$ cat config.mk
export PLATFORM = sky130hd
export DESIGN_NAME = functional_unit_flat
export DESIGN_NICKNAME = d
export VERILOG_FILES = /design/src/rtl/functional_unit_if.sv /design/src/rtl/functional_unit.sv /design/src/flat_wrapper.sv
export SDC_FILE = /design/constraint.sdc
export NUM_CORES = 1
export LEC_CHECK = 0
export CAP_MARGIN = 20
export CORE_ASPECT_RATIO = 1.4
export CORE_MARGIN = 2
export CORE_UTILIZATION = 50
export CTS_CLUSTER_SIZE = 14
export DETAILED_ROUTE_END_ITERATION = 6
export GPL_ROUTABILITY_DRIVEN = 1
export HOLD_SLACK_MARGIN = 0.08
export PLACE_DENSITY = 0.81
export SYNTH_ARGS = -nofsm -noshare
export SYNTH_HDL_FRONTEND = slang
export SYNTH_SLANG_ARGS = --single-unit
$ cat constraint.sdc
create_clock -name Clock -period 7.2 [get_ports Clock]
set_clock_uncertainty 0.2 [all_clocks]
set_input_delay 1.44 -clock Clock [delete_from_list [all_inputs] [get_ports Clock]]
set_output_delay 1.44 -clock Clock [all_outputs]
set_load 0.005 [all_outputs]
$ cat src/rtl/functional_unit_if.sv
// Issue/register/write-back bundle between the reservation station side and functional_unit.
interface functional_unit_if #(
  parameter int unsigned DATA_W = 16,
  parameter int unsigned TAG_W  = 3
);
  logic [DATA_W-1:0] inst;
  logic              instEnable;
  logic [TAG_W-1:0]  instructionCodeIn;
  logic [DATA_W-1:0] Reg1;
  logic [DATA_W-1:0] Reg2;
  logic [DATA_W-1:0] Reg3;
  logic [DATA_W-1:0] Reg4;
  logic [DATA_W-1:0] Reg5;
  logic [DATA_W-1:0] Reg6;
  logic [TAG_W-1:0]  instructionCodeOut;
  logic              d;
  logic [DATA_W-1:0] dInst;
  logic [DATA_W-1:0] dout;
  logic              available;

  modport master (
    output inst, instEnable, instructionCodeIn,
    output Reg1, Reg2, Reg3, Reg4, Reg5, Reg6,
    input  instructionCodeOut, d, dInst, dout, available
  );

  modport slave (
    input  inst, instEnable, instructionCodeIn,
    input  Reg1, Reg2, Reg3, Reg4, Reg5, Reg6,
    output instructionCodeOut, d, dInst, dout, available
  );
endinterface

$ cat src/rtl/functional_unit.sv
// Multi-cycle integer execution unit with built-in operand mux and one-cycle CDB write-back.
// FU_IMM_SIGN_EXT_EN: when defined, the ADDI/SUBI immediate is sign-extended instead of zero-extended.
module functional_unit #(
  parameter int unsigned DATA_W  = 16,
  parameter int unsigned TAG_W   = 3,
  parameter int unsigned ALU_LAT = 2,
  parameter int unsigned MUL_LAT = 3
) (
  input  logic              Clock,
  input  logic              Reset,
  functional_unit_if.slave  bus
);

  localparam int unsigned MAX_LAT = (MUL_LAT > ALU_LAT) ? MUL_LAT : ALU_LAT;
  localparam int unsigned CNT_W   = (MAX_LAT > 1) ? $clog2(MAX_LAT) : 1;

  localparam logic [3:0] OP_ADD  = 4'b0000;
  localparam logic [3:0] OP_SUB  = 4'b0001;
  localparam logic [3:0] OP_ADDI = 4'b0010;
  localparam logic [3:0] OP_SUBI = 4'b0011;
  localparam logic [3:0] OP_MUL  = 4'b0100;

  typedef enum logic {IDLE, BUSY} state_t;

  state_t             state, state_next;
  logic [CNT_W-1:0]   cnt, cnt_next;
  logic               issue_c, done_c;

  logic [DATA_W-1:0]  regs_c [8];
  logic [3:0]         opcode_c;
  logic [DATA_W-1:0]  imm_c, a_c, b_c, result_c;
  logic [CNT_W-1:0]   lat_c;

  logic [DATA_W-1:0]  res_q, inst_q, dout_q, dinst_q;
  logic [TAG_W-1:0]   tag_q, tag_out_q;
  logic               d_q, available_q;

  // Select 0 and 7 read as zero.
  always_comb begin
    regs_c[0] = '0;
    regs_c[1] = bus.Reg1;
    regs_c[2] = bus.Reg2;
    regs_c[3] = bus.Reg3;
    regs_c[4] = bus.Reg4;
    regs_c[5] = bus.Reg5;
    regs_c[6] = bus.Reg6;
    regs_c[7] = '0;
  end

`ifdef FU_IMM_SIGN_EXT_EN
  assign imm_c = {{(DATA_W-6){bus.inst[15]}}, bus.inst[15:10]};
`else
  assign imm_c = DATA_W'(bus.inst[15:10]);
`endif

  assign opcode_c = bus.inst[3:0];
  assign a_c      = regs_c[bus.inst[9:7]];
  assign b_c      = (opcode_c == OP_ADDI || opcode_c == OP_SUBI) ? imm_c : regs_c[bus.inst[6:4]];
  assign lat_c    = (opcode_c == OP_MUL) ? CNT_W'(MUL_LAT - 1) : CNT_W'(ALU_LAT - 1);
  assign issue_c  = available_q & bus.instEnable;

  // Result is computed from the operands present at the issue edge.
  always_comb begin
    result_c = '0;
    case (opcode_c)
      OP_ADD, OP_ADDI: result_c = a_c + b_c;
      OP_SUB, OP_SUBI: result_c = a_c - b_c;
      OP_MUL:          result_c = a_c * b_c;
      default:         result_c = '0;
    endcase
  end

  always_ff @(posedge Clock) begin
    if (Reset) begin
      state <= IDLE;
      cnt   <= '0;
    end else begin
      state <= state_next;
      cnt   <= cnt_next;
    end
  end

  // cnt holds the number of busy edges remaining before completion.
  always_comb begin
    state_next = state;
    cnt_next   = cnt;
    done_c     = 1'b0;
    case (state)
      IDLE: begin
        if (issue_c) begin
          state_next = BUSY;
          cnt_next   = lat_c;
        end
      end
      BUSY: begin
        if (cnt == '0) begin
          state_next = IDLE;
          done_c     = 1'b1;
        end else begin
          cnt_next = cnt - CNT_W'(1);
        end
      end
      default: state_next = IDLE;
    endcase
  end

  always_ff @(posedge Clock) begin
    if (Reset) begin
      res_q       <= '0;
      inst_q      <= '0;
      tag_q       <= '0;
      d_q         <= 1'b0;
      dout_q      <= '0;
      dinst_q     <= '0;
      tag_out_q   <= '0;
      available_q <= 1'b1;
    end else begin
      d_q         <= done_c;
      available_q <= (state_next == IDLE);
      if (issue_c) begin
        res_q  <= result_c;
        inst_q <= bus.inst;
        tag_q  <= bus.instructionCodeIn;
      end
      if (done_c) begin
        dout_q    <= res_q;
        dinst_q   <= inst_q;
        tag_out_q <= tag_q;
      end
    end
  end

  assign bus.d                  = d_q;
  assign bus.dout               = dout_q;
  assign bus.dInst              = dinst_q;
  assign bus.instructionCodeOut = tag_out_q;
  assign bus.available          = available_q;

endmodule

$ cat src/flat_wrapper.sv
// flat-port wrapper written by rule: the top's interface ports become plain ports
module functional_unit_flat 
#(
  parameter int unsigned DATA_W  = 16,
  parameter int unsigned TAG_W   = 3,
  parameter int unsigned ALU_LAT = 2,
  parameter int unsigned MUL_LAT = 3
)
  (Clock, Reset, bus_inst, bus_instEnable, bus_instructionCodeIn, bus_Reg1, bus_Reg2, bus_Reg3, bus_Reg4, bus_Reg5, bus_Reg6, bus_instructionCodeOut, bus_d, bus_dInst, bus_dout, bus_available);
  functional_unit_if #(.DATA_W(DATA_W), .TAG_W(TAG_W)) bus_i ();
  input  logic Clock;
  input  logic Reset;
  input wire logic [$bits(bus_i.inst)-1:0] bus_inst;
  input wire logic [$bits(bus_i.instEnable)-1:0] bus_instEnable;
  input wire logic [$bits(bus_i.instructionCodeIn)-1:0] bus_instructionCodeIn;
  input wire logic [$bits(bus_i.Reg1)-1:0] bus_Reg1;
  input wire logic [$bits(bus_i.Reg2)-1:0] bus_Reg2;
  input wire logic [$bits(bus_i.Reg3)-1:0] bus_Reg3;
  input wire logic [$bits(bus_i.Reg4)-1:0] bus_Reg4;
  input wire logic [$bits(bus_i.Reg5)-1:0] bus_Reg5;
  input wire logic [$bits(bus_i.Reg6)-1:0] bus_Reg6;
  output wire logic [$bits(bus_i.instructionCodeOut)-1:0] bus_instructionCodeOut;
  output wire logic [$bits(bus_i.d)-1:0] bus_d;
  output wire logic [$bits(bus_i.dInst)-1:0] bus_dInst;
  output wire logic [$bits(bus_i.dout)-1:0] bus_dout;
  output wire logic [$bits(bus_i.available)-1:0] bus_available;
  assign bus_i.inst = bus_inst;
  assign bus_i.instEnable = bus_instEnable;
  assign bus_i.instructionCodeIn = bus_instructionCodeIn;
  assign bus_i.Reg1 = bus_Reg1;
  assign bus_i.Reg2 = bus_Reg2;
  assign bus_i.Reg3 = bus_Reg3;
  assign bus_i.Reg4 = bus_Reg4;
  assign bus_i.Reg5 = bus_Reg5;
  assign bus_i.Reg6 = bus_Reg6;
  assign bus_instructionCodeOut = bus_i.instructionCodeOut;
  assign bus_d = bus_i.d;
  assign bus_dInst = bus_i.dInst;
  assign bus_dout = bus_i.dout;
  assign bus_available = bus_i.available;
  functional_unit #(.DATA_W(DATA_W), .TAG_W(TAG_W), .ALU_LAT(ALU_LAT), .MUL_LAT(MUL_LAT)) u_core (.Clock(Clock), .Reset(Reset), .bus(bus_i));
endmodule
* Word-level counts from Yosys, hierarchy flattened
Cells that the tools add are included. Widths: inputs -> output; s select.
Storage, ports and cells: register bits after elaboration 75, input port bits 118, logic and storage cells 50
Cells by class: $add $sub $neg 3, multiply operators 1, order comparisons 2, equal/unequal tests 6, mux-type cells 17, bitwise operators 5, reductions and logical operators 6
Operators by type and width (count):
- $bmux 16 s3 | 2
- $mux 16 | 5
- $pmux 16 s3 | 1
- $add 16x16->16 | 1
- $mul 16x16->16 | 1
- $sub 16x16->16 | 1
- $eq 4x2->1 const B | 2
- $ge 4x4->1 const B | 2
- $not 3->4 | 2
- $mux 2 | 3
- $eq 4x1->1 const B | 1
- $eq 4x3->1 const B | 1
- $logic_not 4->1 | 1
- $mux 1 | 4
- $pmux 2 s2 | 1
- $reduce_or 2->1 | 2
- $logic_not 2->1 | 1
- $ne 2x1->1 const B | 1
- $ne 2x2->1 const B | 1
- $not 1->1 | 2
- $pmux 1 s2 | 1
- $reduce_and 2->1 | 1
- $sub 2x1->2 const B | 1
- $and 1x1->1 | 1
- $logic_or 1x1->1 | 1

* Longest topological paths before layout
Gate-level depths: netlist of run 1.
depth after elaboration 7, depth in mapped cells 31, gate-level depth less buffers 28

* Worst setup path before layout of run 1
No wires, ideal clock.
path type input-to-reg, start input port bus_inst[5], end register u_core.res_q[15], data arrival time 7479 ps, required time 6866 ps, path slack -612 ps, cell stages on the path 25, path buffers 2, cell sequence buf_2 -> mux2_2 -> a221o_1 -> a31oi_1 -> clkbuf_1 -> nor2_1 -> fa_1 -> inv_1 -> fa_1 -> inv_1 -> fa_1 -> fa_1 -> inv_1 -> fa_1 -> fa_1 -> xnor2_1 -> xnor2_1 -> xnor2_1 -> xnor2_1 -> xnor2_1 -> xnor2_1 -> xnor3_1 -> xnor2_1 -> o32a_1 -> o211ai_1
Between the ends: cells in the longest elaborated chain, start to end 7, elaborated cells between the ends (all ways) 9, classes of those cells add/sub (2); mul (1); mux (5); bitwise (1)
Ends and longest elaborated chain:
- from (decl) | RTL line flat_wrapper.sv:13 | input wire logic [$bits(bus_i.inst)-1:0] bus_inst;
- $not 3->4 (not written as such) * | RTL line functional_unit.sv:58 | assign b_c = (opcode_c == OP_ADDI || opcode_c == OP_SUBI) ? imm_c : regs_c[bus.inst[6:4]];
- $bmux 16 s3 * | RTL line functional_unit.sv:58
- $mux 16 (not written as such) * (2 in a row) | RTL line functional_unit.sv:58
- $mux 16 * | RTL line functional_unit.sv:58
- $mul 16x16->16, or another cell as far along | RTL line functional_unit.sv:68 | OP_MUL: result_c = a_c * b_c;
- $pmux 16 s3 * | RTL line functional_unit.sv:65 | case (opcode_c)
- to (signal assigned) | RTL line functional_unit.sv:121 | res_q <= result_c;
- to (decl) | RTL line functional_unit.sv:34 | logic [DATA_W-1:0] res_q, inst_q, dout_q, dinst_q;
Every way passes the cells marked *; elsewhere a longest branch is shown, timed or not. The select of a mux whose other input is x is not followed. A chain may end at the register's enable or synchronous reset.

* Final worst setup path of run 1
start input port bus_inst[5], end register u_core.res_q[12]
The elaborated chain is that of the path after synthesis.

==> results of run 1 <==
-- cell families (layout without fill, tap and decap cells) --
logic type	after synthesis	in the layout	share of synthesized area
AOI/OAI and AO/OA	227	227	0.171
xor gates and xnor gates	59	59	0.0600
adders and majority gates	148	148	0.265
buffers and inverters	210	528	0.0875
DFF	75	75	0.162
muxes	69	69	0.0800
other	0	2	0
and+or+nand+nor	380	380	0.176
-- cell usage in the layout, fill, tap and decap left out, drive strengths merged, types with 29 or more instances in the layout --
cell and count:
fa 81, ha 67, nand2 182, o21ai 35, mux2 39, a221oi 29
dfxtp 75, nor2 107, mux2i 30, buf 218, clkdlybuf4s50 118, xnor2 46
inv 145, a21oi 76
-- layout make-up --
type | instances | area [sq um]
fillers | 1293 | 4820
repair buffers | 368 | 3370
flip-flops and latches | 75 | 1500
well taps | 244 | 305
inverters | 144 | 546
clock buffers | 10 | 239
clock inverters | 6 | 63.8
multi-input cells | 883 | 7530
diodes | 2 | 5.00
-- state kept, by name (all words and copies together), names as in the netlist --
register	count
u_core.res_q	16
u_core.cnt	2
u_core.tag_q	3
u_core.inst_q	16
u_core.bus.dInst	16
u_core.bus.available	1
u_core.bus.instructionCodeOut	3
u_core.bus.dout	16
u_core.bus.d	1
u_core.state	1
-- worst max path at each step --
stage          slack (ns)          endpoint        start
2_1_floorplan       -0.30  u_core.res_q[15]  bus_inst[5]
3_3_place_gp        -0.88  u_core.res_q[15]  bus_inst[4]
3_5_place_dp        -1.02  u_core.res_q[15]  bus_inst[4]
4_1_cts             -0.24  u_core.res_q[14]  bus_inst[5]
5_1_grt             -0.57  u_core.res_q[12]  bus_inst[8]
6_report            -0.36  u_core.res_q[12]  bus_inst[5]
-- where the power goes --
part	internal, mW	switching, mW
sequential	0.446	0.0166
combinational	1.85	1.88
clock	0.277	0.169
total	2.57	2.06
-- metal layers --
layer	part of all wire	GRT usage	wire [um]	vias to the layer above
met5	0	0	0	-
met4	0.088	0.244	2990	0
met3	0.052	0.0381	1760	221
met2	0.51	0.628	17300	519
met1	0.35	0.340	12000	4803
li1	-	-	-	4522
-- stage by stage --
step,util,hold WS (ns),cell area [sq um]
3_5_place_dp,0.677,0.244,12500
5_1_grt,0.738,0.268,13600
2_1_floorplan,-,0.229,9470
6_report,0.738,0.250,13600
4_1_cts,0.712,0.251,13100
3_3_place_gp,0.677,0.236,12400
-- critical path: stages --
cell,delay (ns)
buf_12,0.11
buf_12,0.13
mux2_4,0.31
a221o_1,0.38
a31oi_4,0.26
buf_12,0.15
buf_6,0.10
nor2_4,0.03
fa_1,0.56
inv_2,0.05
fa_2,0.47
fa_2,0.35
fa_1,0.52
inv_2,0.05
fa_1,0.54
inv_2,0.04
fa_1,0.51
inv_2,0.05
ha_4,0.24
and2_4,0.16
a22o_1,0.21
a31oi_2,0.22
nor2b_4,0.21
xnor2_2,0.08
a221oi_2,0.27
nor3_1,0.08
-- repair_timing --
action                     in CTS  in global routing
cloned                          1                  0
pin swaps                      48                 60
buffers inserted               18                 11
gates resized for setup        77                100
setup endpoints to repair       7                  7
==> results_dict.tcl, run 1 <==
set metrics [dict create \
    dp_hpwl_um 26200 \
    drtIter0Drc 808 \
    synthTopCellsByCount "nand2_1 (182), inv_1 (143), nor2_1 (107)" \
    yosys.area.top_type "fa_1" \
    numCtsBuffers 9 \
    clk_latency_ns 0.33 \
    cts_max_path_buffers 2 \
    root_buffer "clkbuf_16" \
    core_sq_um 18400 \
    grt_pass1_vias 10300 \
    min_to "u_core.bus.dout[11]" \
    instances_no_fill 1732 \
    r2r_cells 7 \
    final_nets 1747 \
    grt_pass1_wl_um 51300 \
    drc 0 \
    startpoint_type "input port" \
    pre_cts_ws_ns -1.02 \
    grt_max_degree 75 \
    area_delta_synth_final_pct 45.8 \
    powerDensity_nw_per_um2 342 \
    clkSinkCount 75 \
    die-area_sq_um 19700 \
    r2r-end "u_core.cnt[0]" \
    slew_headroom 0.499 \
    initial_core_util 0.506 \
    hold_viol 0 \
    grt-ovfl-total 0 \
    yosysTopAreaCellShare 0.174 \
    synth_area_sq_um 9300 \
    hold_path_depth 2 \
    p_leak_nw 6.16 \
    vias 10100 \
    path_clk_slew_ns 0.05 \
    ys_ff_latch 75 \
    place_inst 1684 \
    synth.most_common_cell "nand2_1" \
    netlist_instances 1168 \
    r2r_start "u_core.cnt[0]" \
    max_cap_viol_count 0 \
    gp_congestion 0.998 \
    yosysSeqAreaShare 0.162 \
    peakVddDrop_v 0.000447 \
    status "finished with violations" \
    grtUsageTotal 0.334 \
    drt_wl_total_um 34100 \
    fmax_mhz 132 \
    ys_types 65 \
    fin_tns_setup_ns -1.27 \
    async_reset_ff_frac 0 \
    ant_nets 0 \
    finalCritPeriodShare 1.05 \
    cp_max_fo 6 \
    slew_violations 0 \
    cp.arrival_ns 7.54 \
    die-height_um 165 \
    first_pass_iters 6 \
    setup_violations 4 \
    synth.net_count 1434 \
    cts_hold_buf 0 \
    critPathCaptureType "register" \
    reg2reg_slack_ns 5.07 \
    die_x_um 119 \
    routedWlPerCell_um 19.7 \
    worstHoldStart "u_core.res_q[11]" \
    yosysWarnings 0 \
    crit_required_ns 7.18 \
    synth_edf_count 0 \
    num_rows 59 \
    min_period_ns 7.56 \
    io_pins 155 \
    numPortBuffers 154 \
    synth.area.top_cells "fa_1 (17%), dfxtp_1 (16%), ha_1 (9.0%), nand2_1 (7.3%), inv_1 (5.8%)" \
    syn_avg_cell_area_sq_um 7.96 \
    power_mw 4.63 \
    antenna_found_initial 2 \
    rsz0062_at_grt "yes" \
    drive_gt1_frac 0.259 \
    violations "setup timing" \
    via_per_inst 5.81 \
    tightest_slew_ns 0.752 \
    synthFlopType "dfxtp_1" \
    crit_type "in -> reg" \
    holdCritPathClass "reg -> reg" \
    htree_levels 3 \
    fin_ws_ns -0.358 \
    cts_tree "built" \
]
Power figures use the tool's default switching activity.
==> inputs of run 2 (changes only) <==
--- a/config.mk
+++ b/config.mk
@@ -8,12 +8,13 @@
 export CAP_MARGIN = 20
 export CORE_ASPECT_RATIO = 1.4
 export CORE_MARGIN = 2
-export CORE_UTILIZATION = 50
+export CORE_UTILIZATION = 57
 export CTS_CLUSTER_SIZE = 14
 export DETAILED_ROUTE_END_ITERATION = 6
 export GPL_ROUTABILITY_DRIVEN = 1
 export HOLD_SLACK_MARGIN = 0.08
-export PLACE_DENSITY = 0.81
+export PLACE_DENSITY = 0.87
+export SKIP_LAST_GASP = 1
 export SYNTH_ARGS = -nofsm -noshare
 export SYNTH_HDL_FRONTEND = slang
 export SYNTH_SLANG_ARGS = --single-unit
==> constraint.sdc (replaced) <==
create_clock -name Clock -period 9.3 [get_ports Clock]
set_clock_uncertainty 0.2 [all_clocks]
set_input_delay 1.86 -clock Clock [delete_from_list [all_inputs] [get_ports Clock]]
set_output_delay 1.86 -clock Clock [all_outputs]
set_load 0.005 [all_outputs]
==> run 2 against run 1 <==
The run now ends clean. Sequential power fell by 23%. First-iteration DRC count rose by 3.5%. Flip-flop and latch count did not move. Worst hold slack improved by 0.0011 ns. Largest power group unchanged. Largest cell class unchanged. Non-clock buffer count fell by 175.
==> results_dict.tcl, run 2 (synthesis results as in run 1) <==
set metrics [dict create \
    r2r_start "u_core.bus.available" \
    routedWlPerCell_um 19.3 \
    layout_commonest_cell "nand2_1" \
    peakVddDrop_v 0.000235 \
    min_period_ns 8.67 \
    tightest_slew_ns 1.09 \
    p_int_mw 1.41 \
    startpoint_type "input port" \
    hold_viol 0 \
    place_inst 1494 \
    numCtsBuffers 9 \
    grtUsageTotal 0.340 \
    cts_max_path_buffers 2 \
    io_pins 155 \
    power_mw 2.64 \
    pre_cts_ws_ns 0.380 \
    numPortBuffers 154 \
    core_sq_um 16000 \
    instances_no_fill 1510 \
    crit_required_ns 9.28 \
    gp_congestion 1.03 \
    drtIter0Drc 836 \
    fin_tns_setup_ns 0 \
    grt-ovfl-total 0 \
    path_clk_slew_ns 0.06 \
    rsz0062_at_grt "no" \
    wl_met1_um 10900 \
    via_per_inst 5.97 \
    r2r_cells 3 \
    p_seq_frac 0.136 \
    cp_max_fo 17 \
    fmax_mhz 115 \
    first_pass_iters 6 \
    antenna_found_initial 0 \
    whs_ns 0.251 \
    drive_gt1_frac 0.0793 \
    status "complete, no violations" \
    grt_pass1_vias 9086 \
    startpoint "bus_inst[4]" \
    reg2reg_slack_ns 7.25 \
    htree_levels 3 \
    diodes 0 \
    switching_share 0.464 \
    worstHoldStart "u_core.inst_q[8]" \
    drc 0 \
    die-height_um 155 \
    switchingPower_mw 1.22 \
    cts_tree "built" \
    die_x_um 112 \
    final_nets 1572 \
    crit_type "in -> reg" \
    ant_nets 0 \
    crit_end "u_core.res_q[12]" \
    cts_resized 0 \
    initial_core_util 0.580 \
    final_cell_mix "nand2_1 (182), clkdlybuf4s50_1 (151), inv_1 (143), nor2_1 (107), fa_1 (81)" \
    comb_power_share 0.743 \
    root_buffer "clkbuf_16" \
    powerDensity_nw_per_um2 231 \
    met3_length_um 1660 \
    setup_violations 0 \
    vias 9014 \
    post-cts-setup-buffer-count 0 \
    p_leak_nw 4.95 \
    num_rows 55 \
    grt_max_degree 75 \
    dp_hpwl_um 23100 \
    drt_wl_total_um 29200 \
    area_delta_synth_final_pct 22.6 \
    max_cap_viol_count 0 \
    grt_pass1_wl_um 46800 \
    wl_met2_um 14600 \
    clockPowerShare 0.121 \
    slew_violations 0 \
    cts_hold_buf 0 \
    clkSinkCount 75 \
    fin_ws_ns 0.633 \
    cp.arrival_ns 8.65 \
    finalCritPeriodShare 0.932 \
    slew_headroom 0.269 \
    r2r-end "u_core.res_q[11]" \
    critPathCaptureType "register" \
    holdCritPathClass "reg -> reg" \
    die-area_sq_um 17400 \
    clk_latency_ns 0.33 \
    top_layer "met4" \
    nFillCells 1273 \
]
-- run 2: cell type report --
type	count	area, sq um	share of cell area
Clock buffer	9	225	0.0198
Sequential cell	75	1500	0.132
Clock inverter	7	52.6	0.00461
Inverter	144	541	0.0474
Multi-Input combinational cell	883	6990	0.614
Tap cell	199	249	0.0219
Timing Repair Buffer	193	1830	0.161
-- run 2: worst min path at each step --
stage	cells past startpoint	endpoint	slack, ns
after floorplan	2	u_core.bus.dout[4]	0.23
after global placement	2	u_core.bus.dInst[0]	0.24
after detailed placement	2	u_core.bus.dInst[4]	0.24
after CTS	2	u_core.bus.dInst[2]	0.25
after global routing	2	u_core.bus.dInst[13]	0.26
final	2	u_core.bus.dInst[8]	0.25
-- run 2: power by group through the flow --
stage	clock network (mW)	registers (mW)	logic, mW
after global routing	0.338	0.361	2.20
final	0.318	0.358	1.96
after detailed placement	0	0.365	1.92
after floorplan	0	0.362	1.44
after global placement	0	0.364	1.88
after CTS	0.319	0.358	1.94
-- run 2: per-layer routing --
metal / vias to the layer above / track usage
li1: 4171 / -
met1: 4279 / 0.394
met2: 418 / 0.600
met3: 146 / 0.0366
met4: 0 / 0.211
met5: - / 0
-- run 2: worst max-delay path: stages --
cell and delay (ns):
clkdlybuf4s50_1 0.50, buf_4 0.23, inv_1 0.12, buf_4 0.19, a221o_1 0.33, a31oi_1 0.39
buf_4 0.28, nor2_1 0.08, fa_1 0.53, inv_1 0.05, fa_1 0.45, fa_1 0.45
fa_1 0.49, inv_1 0.05, fa_1 0.53, inv_1 0.05, fa_1 0.47, inv_1 0.04
ha_1 0.32, and2_1 0.19, a22o_1 0.19, a31oi_1 0.19, nor2b_1 0.20, xnor2_1 0.08
a221oi_1 0.29, nor3_1 0.09
-- run 2: metrics by stage --
stage / area [sq um] / util
global route: 11400 / 0.710
CTS: 11400 / 0.710
global placement: 11100 / 0.693
detailed placement: 11100 / 0.693
floorplan: 9300 / -
finish: 11400 / 0.710
==> inputs of run 3 (changes only) <==
--- a/config.mk
+++ b/config.mk
@@ -14,6 +14,7 @@
 export GPL_ROUTABILITY_DRIVEN = 1
 export HOLD_SLACK_MARGIN = 0.08
 export PLACE_DENSITY = 0.87
+export SETUP_SLACK_MARGIN = 0.1
 export SKIP_LAST_GASP = 1
 export SYNTH_ARGS = -nofsm -noshare
 export SYNTH_HDL_FRONTEND = slang
==> results of run 3 <==
Final layout, timing and power as in run 2 (identical DEF).
